--- config.mk ---
export PLATFORM = sky130hd
export DESIGN_NAME = microc_stack
export DESIGN_NICKNAME = d
export VERILOG_FILES = /design/src/rtl/microc_stack.sv
export SDC_FILE = /design/constraint.sdc
export NUM_CORES = 1
export LEC_CHECK = 0
export CORE_MARGIN = 2
export CORE_UTILIZATION = 61
export CTS_BUF_LIST = sky130_fd_sc_hd__clkbuf_16
export DETAILED_ROUTE_END_ITERATION = 8
export PLACE_DENSITY = 0.86
export REMOVE_ABC_BUFFERS = 1
export SYNTH_ARGS = -nofsm -noshare
export SYNTH_HDL_FRONTEND = slang
export SYNTH_SLANG_ARGS = --single-unit
--- constraint.sdc ---
create_clock -name clk -period 4.25 [get_ports clk]
set_input_delay 0.425 -clock clk [delete_from_list [all_inputs] [get_ports clk]]
set_output_delay 0.425 -clock clk [all_outputs]
set_load 0.01 [all_outputs]
--- src/rtl/microc_stack.sv ---
// microc_stack: single-cycle microcontroller datapath with a hardware
// return-address stack and zero/carry flags.
//
// Program memory is external: pc is driven out and instr comes back in the
// same cycle. An external control unit decodes opcode and drives the
// select/enable inputs.
//
// Optional build macro: MICROC_STACK_TRAP_EN. When defined, a stack
// overflow or underflow sends the PC to TRAP_VEC instead of the normal
// target / PC+1.
//
// Ports:
//   clk, reset          rising-edge clock, synchronous active-high reset
//   pc                  program counter / program memory address
//   instr               instruction word for pc (DW+8 bits)
//   opcode              instr[DW+7:DW+4], to the control unit
//   s_inc, s_inm        next-PC select, write-back data select
//   we3, wez            register write enable, flag write enable
//   op                  ALU operation
//   s_call, s_ret       call / return
//   z, c                registered zero and carry/borrow flags
//   stk_full/empty      stack occupancy (combinational from sp)
//   stk_err             sticky overflow/underflow, cleared only by reset
module microc_stack #(
    parameter int          DW       = 8,
    parameter int          PW       = 10,
    parameter int          SD       = 4,
    parameter int unsigned TRAP_VEC = 0
) (
    input  logic          clk,
    input  logic          reset,
    output logic [PW-1:0] pc,
    input  logic [DW+7:0] instr,
    output logic [3:0]    opcode,
    input  logic          s_inc,
    input  logic          s_inm,
    input  logic          we3,
    input  logic          wez,
    input  logic [2:0]    op,
    input  logic          s_call,
    input  logic          s_ret,
    output logic          z,
    output logic          c,
    output logic          stk_full,
    output logic          stk_empty,
    output logic          stk_err
);
    localparam int SPW = $clog2(SD + 1);   // sp counts 0..SD inclusive
    localparam int IW  = $clog2(SD);       // index into SD entries
`ifdef MICROC_STACK_TRAP_EN
    localparam bit TRAP_EN = 1'b1;
`else
    localparam bit TRAP_EN = 1'b0;
`endif
    localparam logic [PW-1:0] TRAP_PC = PW'(TRAP_VEC);

    logic [3:0]    rs1, rs2, rd;
    logic [DW-1:0] imm, a, b, alu_y, wd;
    logic [DW:0]   sum;
    logic          c_nx;
    logic [PW-1:0] target, pc_inc, pc_nx, top;
    logic [SPW-1:0] sp, top_idx;
    logic          push, pop, fault;

    logic [DW-1:0] rf  [16];
    logic [PW-1:0] stk [SD];

    assign opcode = instr[DW+7:DW+4];
    assign rs1    = instr[11:8];
    assign rs2    = instr[7:4];
    assign rd     = instr[3:0];
    assign imm    = instr[DW+3:4];
    assign target = instr[PW-1:0];

    // r0 is hard-wired to zero on the read side; its storage is never written.
    assign a = (rs1 == 4'd0) ? '0 : rf[rs1];
    assign b = (rs2 == 4'd0) ? '0 : rf[rs2];

    assign sum = {1'b0, a} + {1'b0, b};

    always_comb begin
        alu_y = a;
        c_nx  = 1'b0;
        case (op)
            3'b000: alu_y = a;
            3'b001: alu_y = ~a;
            3'b010: begin alu_y = sum[DW-1:0]; c_nx = sum[DW]; end
            3'b011: begin alu_y = a - b;       c_nx = (a < b);  end
            3'b100: alu_y = a & b;
            3'b101: alu_y = a | b;
            3'b110: alu_y = '0 - a;
            default: alu_y = '0 - b;
        endcase
    end

    assign wd = s_inm ? imm : alu_y;

    // Stack occupancy and top-of-stack (top is meaningless when empty).
    assign stk_full  = (sp == SPW'(SD));
    assign stk_empty = (sp == '0);
    assign top_idx   = sp - SPW'(1);
    assign top       = stk[top_idx[IW-1:0]];

    // PC+1 wraps naturally at PW bits; the pushed return address uses it too.
    assign pc_inc = pc + PW'(1);

    // Next-PC: return beats call, and either one overrides s_inc.
    always_comb begin
        pc_nx = s_inc ? pc_inc : target;
        push  = 1'b0;
        pop   = 1'b0;
        fault = 1'b0;
        if (s_ret) begin
            if (!stk_empty) begin
                pc_nx = top;
                pop   = 1'b1;
            end else begin
                fault = 1'b1;
                pc_nx = TRAP_EN ? TRAP_PC : pc_inc;
            end
        end else if (s_call) begin
            pc_nx = target;
            if (!stk_full) begin
                push = 1'b1;
            end else begin
                fault = 1'b1;
                if (TRAP_EN) pc_nx = TRAP_PC;
            end
        end
    end

    // Storage arrays: no reset, contents survive reset.
    always_ff @(posedge clk) begin
        if (we3 && rd != 4'd0) rf[rd] <= wd;
        if (push)              stk[sp[IW-1:0]] <= pc_inc;
    end

    always_ff @(posedge clk) begin
        if (reset) begin
            pc      <= '0;
            z       <= 1'b0;
            c       <= 1'b0;
            sp      <= '0;
            stk_err <= 1'b0;
        end else begin
            pc <= pc_nx;
            if (wez) begin
                z <= (alu_y == '0);
                c <= c_nx;
            end
            if (push)      sp <= sp + SPW'(1);
            else if (pop)  sp <= sp - SPW'(1);
            if (fault)     stk_err <= 1'b1;
        end
    end
endmodule

==> flow_summary.ini <==
[cells_and_area]
final_nets = 970
multiInputGateArea_um2 = 4540
sequential_cell_area_um2 = 5310
area_delta_synth_final_pct = 15.4
drive_above_1_share = 0.202
layout.filler_cells = 1052
antennaDiodeCount = 0
utilization = 0.719

[power]
vdd_drop_max_uv = 498
power_density_nw_per_um2 = 439
static_leakage_nw = 4.46
power.total_mw = 5.23

[yosys]
ys_seq_area_frac = 0.514
synth-edff-count = 166
synth_warnings = 0
post_synth_num_cell_types = 80
syn_inst = 820
synth.cell_area_um2 = 10300
synth_async_sr_flop_share = 0
synth_top_area_cell = sky130_fd_sc_hd__edfxtp_1
ys.flop_type = sky130_fd_sc_hd__edfxtp_1
synth_area_leaders = sky130_fd_sc_hd__edfxtp_1 (48%), sky130_fd_sc_hd__mux4_2 (7.6%), sky130_fd_sc_hd__mux2i_1 (5.6%)
yosys_register_bits = 182
synthDominantCellAreaShare = 0.483
synthesis.area_per_instance_um2 = 12.6

[floorplan]
area_of_the_die_um2 = 18000
core_um2 = 16600
dieHeight_um = 134
initial_utilization = 0.623
number_of_top_level_pins = 46
std_cell_rows = 47
die_width_um = 134

[setup_path]
cp.buffers_inverters = 2
worstPathArrival_ns = 4.35
ff2ff_path_depth = 16
crit_start = instr[10]
cpLargestDelayFamily = compound AO/OA/AOI/OAI gates
cp_slowest_cell = sky130_fd_sc_hd__a222oi_1
criticalPathCategory = input port to register
rr_startpoint = rf[12][2]$_DFFE_PP_
ff2ff_setup_slack_ns = 0.38
critPathRequiredTime_ns = 4.60
cpPeakStageDelay_ns = 0.54
crit_chain = buf_2 -> buf_4 -> mux2i_1 -> a222oi_1 -> nand2_1 -> a21oi_1 -> ha_1 -> o21a_1 -> o21ai_0 -> a21oi_1 -> or3_1 -> a32o_1 -> o21ai_1 -> or4b_4 -> o32ai_2
worst_setup_path_start_kind = input port
worst_r2r_endpoint = rf[14][7]$_DFFE_PP_
critical-path-top-cell-by-count = sky130_fd_sc_hd__a21oi_1
worst_setup_path_end_kind = register
crit_fanout = 20

[routing]
drc_errors = 0
post_drt_via_cell_ratio = 6.75
final_antenna_net_count = 0
num_vias = 7719
drt_first_pass_iters = 6
initialDrtViolationCount = 1174
drt_wl_total_um = 28600
routed_wire_length_per_instance_um = 25.0

[timing]
rsz0062_at_grt = no
final_period_minus_worst_setup_slack_ns = 4.00
drv_slew = 0
setup_violations = 0
worst_clock_skew_ns = 0.00840
max_freq_mhz = 250
finalHoldViolations = 0
tightest_slew_ns = 1.30
slew_headroom = 0.132
setup_slack_ns = 0.255
final.period_utilization = 0.940

[clocking]
cts.sinks = 182
htreeDepth = 4
clock_insertion_delay_worst_skew_ns = 0.44
clkTransAtPathRegs_ns = 0.07
cts_tree = built
ctsHoldBuffers = 0
cts_inserted_buffers = 17
post_cts_resize_count = 0
cts.root.buffer_cell = sky130_fd_sc_hd__clkbuf_16
clock_tree.buffer_depth = 2
post-cts-setup-buffers = 0

[global_routing]
grt-ovfl-total = 0
antenna_found_initial = 0
first_pass_grt_wire_length_um = 43000
maximum_number_of_pins_on_one_net_before_global_route_repair = 28
groute.usage.overall = 0.325
number_of_global_route_vias_before_repair = 7412

[placed_design]
input_output_buffers = 37
hpwl_um = 19800
dpl_worst_slack_ns = -0.0842
gpl.final_weighted_congestion = 0.998

[job]
drv_cap = 0

[run_status]
outcome = complete, no violations

[hold_path]
worst_hold_path.endpoint = c$_SDFFE_PP0P_
holdCritStartpoint = c$_SDFFE_PP0P_
hold_path_depth = 2
min_path_type = register to register
==> synthesized netlist by cell type (5+ instances only) <==
| cell | count |
|---|---|
| sky130_fd_sc_hd__buf_2 | 10 |
| sky130_fd_sc_hd__mux4_1 | 6 |
| sky130_fd_sc_hd__a22oi_1 | 15 |
| sky130_fd_sc_hd__mux4_2 | 35 |
| sky130_fd_sc_hd__a221oi_1 | 8 |
| sky130_fd_sc_hd__a21oi_1 | 42 |
| sky130_fd_sc_hd__nand3_1 | 18 |
| sky130_fd_sc_hd__nor3_1 | 9 |
| sky130_fd_sc_hd__nor2_1 | 70 |
| sky130_fd_sc_hd__inv_1 | 43 |
| sky130_fd_sc_hd__mux2_2 | 10 |
| sky130_fd_sc_hd__xor2_1 | 15 |
| sky130_fd_sc_hd__nand2b_1 | 13 |
| sky130_fd_sc_hd__nor2b_1 | 12 |
| sky130_fd_sc_hd__buf_6 | 6 |
| sky130_fd_sc_hd__edfxtp_1 | 166 |
| sky130_fd_sc_hd__dfxtp_1 | 16 |
| sky130_fd_sc_hd__o21ai_0 | 27 |
| sky130_fd_sc_hd__nand4_1 | 7 |
| sky130_fd_sc_hd__mux2i_1 | 58 |
| sky130_fd_sc_hd__nand2_1 | 47 |
| sky130_fd_sc_hd__buf_4 | 7 |
| sky130_fd_sc_hd__xnor2_1 | 13 |
| sky130_fd_sc_hd__clkbuf_1 | 17 |
| sky130_fd_sc_hd__and2_1 | 7 |
| sky130_fd_sc_hd__nand3b_1 | 5 |
| sky130_fd_sc_hd__ha_1 | 30 |
| sky130_fd_sc_hd__a211oi_1 | 14 |
==> layer usage <==
| layer | track usage | wire length, um | vias up |
|---|---|---|---|
| li1 | - | - | 3290 |
| met1 | 0.423 | 10400 | 3697 |
| met2 | 0.520 | 13400 | 603 |
| met3 | 0.0771 | 3310 | 129 |
| met4 | 0.156 | 1410 | 0 |
| met5 | 0 | 0 | - |
==> sequential cells by signal (all words and copies together) (netlist names) <==
signal and flops:
rf 126, stk 40, pc 10, sp 3
c 1, stk_err 1, z 1
==> stage by stage <==
step	area, um^2	setup TNS (ns)	hold slack (ns)	instances
CTS	11900	0	0.490	1144
detailed placement	11300	-0.988	0.479	1112
floorplan	10000	0	0.483	777
global placement	11300	-0.0203	0.454	1112
global route	11900	0	0.512	1144
finish	11900	0	0.488	1144
==> where the power goes <==
| part | switching (mW) | internal [mW] |
|---|---|---|
| Clock | 0.681 | 0.917 |
| Combinational | 0.819 | 0.606 |
| Sequential | 0.0691 | 2.14 |
==> placed cells by master, fill, tap and decap left out, types with 4 or more instances in the layout <==
| master | n |
|---|---|
| sky130_fd_sc_hd__xnor2_1 | 13 |
| sky130_fd_sc_hd__nor2_1 | 70 |
| sky130_fd_sc_hd__mux2i_1 | 58 |
| sky130_fd_sc_hd__buf_12 | 6 |
| sky130_fd_sc_hd__mux4_1 | 6 |
| sky130_fd_sc_hd__nand2_1 | 47 |
| sky130_fd_sc_hd__mux4_2 | 35 |
| sky130_fd_sc_hd__nand3b_1 | 5 |
| sky130_fd_sc_hd__buf_2 | 4 |
| sky130_fd_sc_hd__nor3_1 | 9 |
| sky130_fd_sc_hd__ha_1 | 30 |
| sky130_fd_sc_hd__conb_1 | 6 |
| sky130_fd_sc_hd__inv_6 | 4 |
| sky130_fd_sc_hd__o21ai_0 | 27 |
| sky130_fd_sc_hd__nor2b_1 | 12 |
| sky130_fd_sc_hd__mux2_2 | 10 |
| sky130_fd_sc_hd__and2_1 | 7 |
| sky130_fd_sc_hd__dfxtp_1 | 16 |
| sky130_fd_sc_hd__buf_4 | 72 |
| sky130_fd_sc_hd__a221oi_1 | 8 |
| sky130_fd_sc_hd__nand4_1 | 7 |
| sky130_fd_sc_hd__a21oi_1 | 42 |
| sky130_fd_sc_hd__o21ai_2 | 4 |
| sky130_fd_sc_hd__clkdlybuf4s50_1 | 33 |
| sky130_fd_sc_hd__nand2b_1 | 13 |
| sky130_fd_sc_hd__inv_1 | 43 |
| sky130_fd_sc_hd__o21ai_1 | 4 |
| sky130_fd_sc_hd__a22oi_1 | 15 |
| sky130_fd_sc_hd__xor2_1 | 15 |
| sky130_fd_sc_hd__edfxtp_1 | 166 |
| sky130_fd_sc_hd__a211oi_1 | 14 |
| sky130_fd_sc_hd__nand3_1 | 18 |
| sky130_fd_sc_hd__clkbuf_16 | 20 |
==> cell families (layout without fill, tap and decap cells) <==
kind of cell / after synthesis / in the layout / share of synthesized area
other cells: 1 / 6 / 0.000363
simple gates: 206 / 206 / 0.0968
flops: 182 / 182 / 0.514
mux: 113 / 113 / 0.165
xor+xnor: 28 / 28 / 0.0237
fa+ha+maj: 32 / 32 / 0.0402
compound gates: 164 / 164 / 0.112
buf+inv: 94 / 193 / 0.0486
==> worst max path at each step <==
stage / end / cells past startpoint
floorplan: rf[0][6]$_DFFE_PP_ / 17
global placement: z$_SDFFE_PP0P_ / 19
detailed placement: z$_SDFFE_PP0P_ / 15
CTS: z$_SDFFE_PP0P_ / 15
global route: rf[6][6]$_DFFE_PP_ / 20
finish: z$_SDFFE_PP0P_ / 15
==> cell type report <==
cell class              instances  area share
clock buffers                  20      0.0420
clock inverters                12     0.00924
inverters                      46      0.0145
multi-input cells             549       0.381
flip-flops and latches        182       0.445
well taps                     220      0.0231
repair buffers                115      0.0848
==> worst min-delay path: cells and delay by family, from the launching register on <==
kind	cells	cell delay [ns]
flops	1	0.32
compound gates	1	0.06
simple gates	1	0.07
Note: power is estimated with default switching activity, not from simulation.
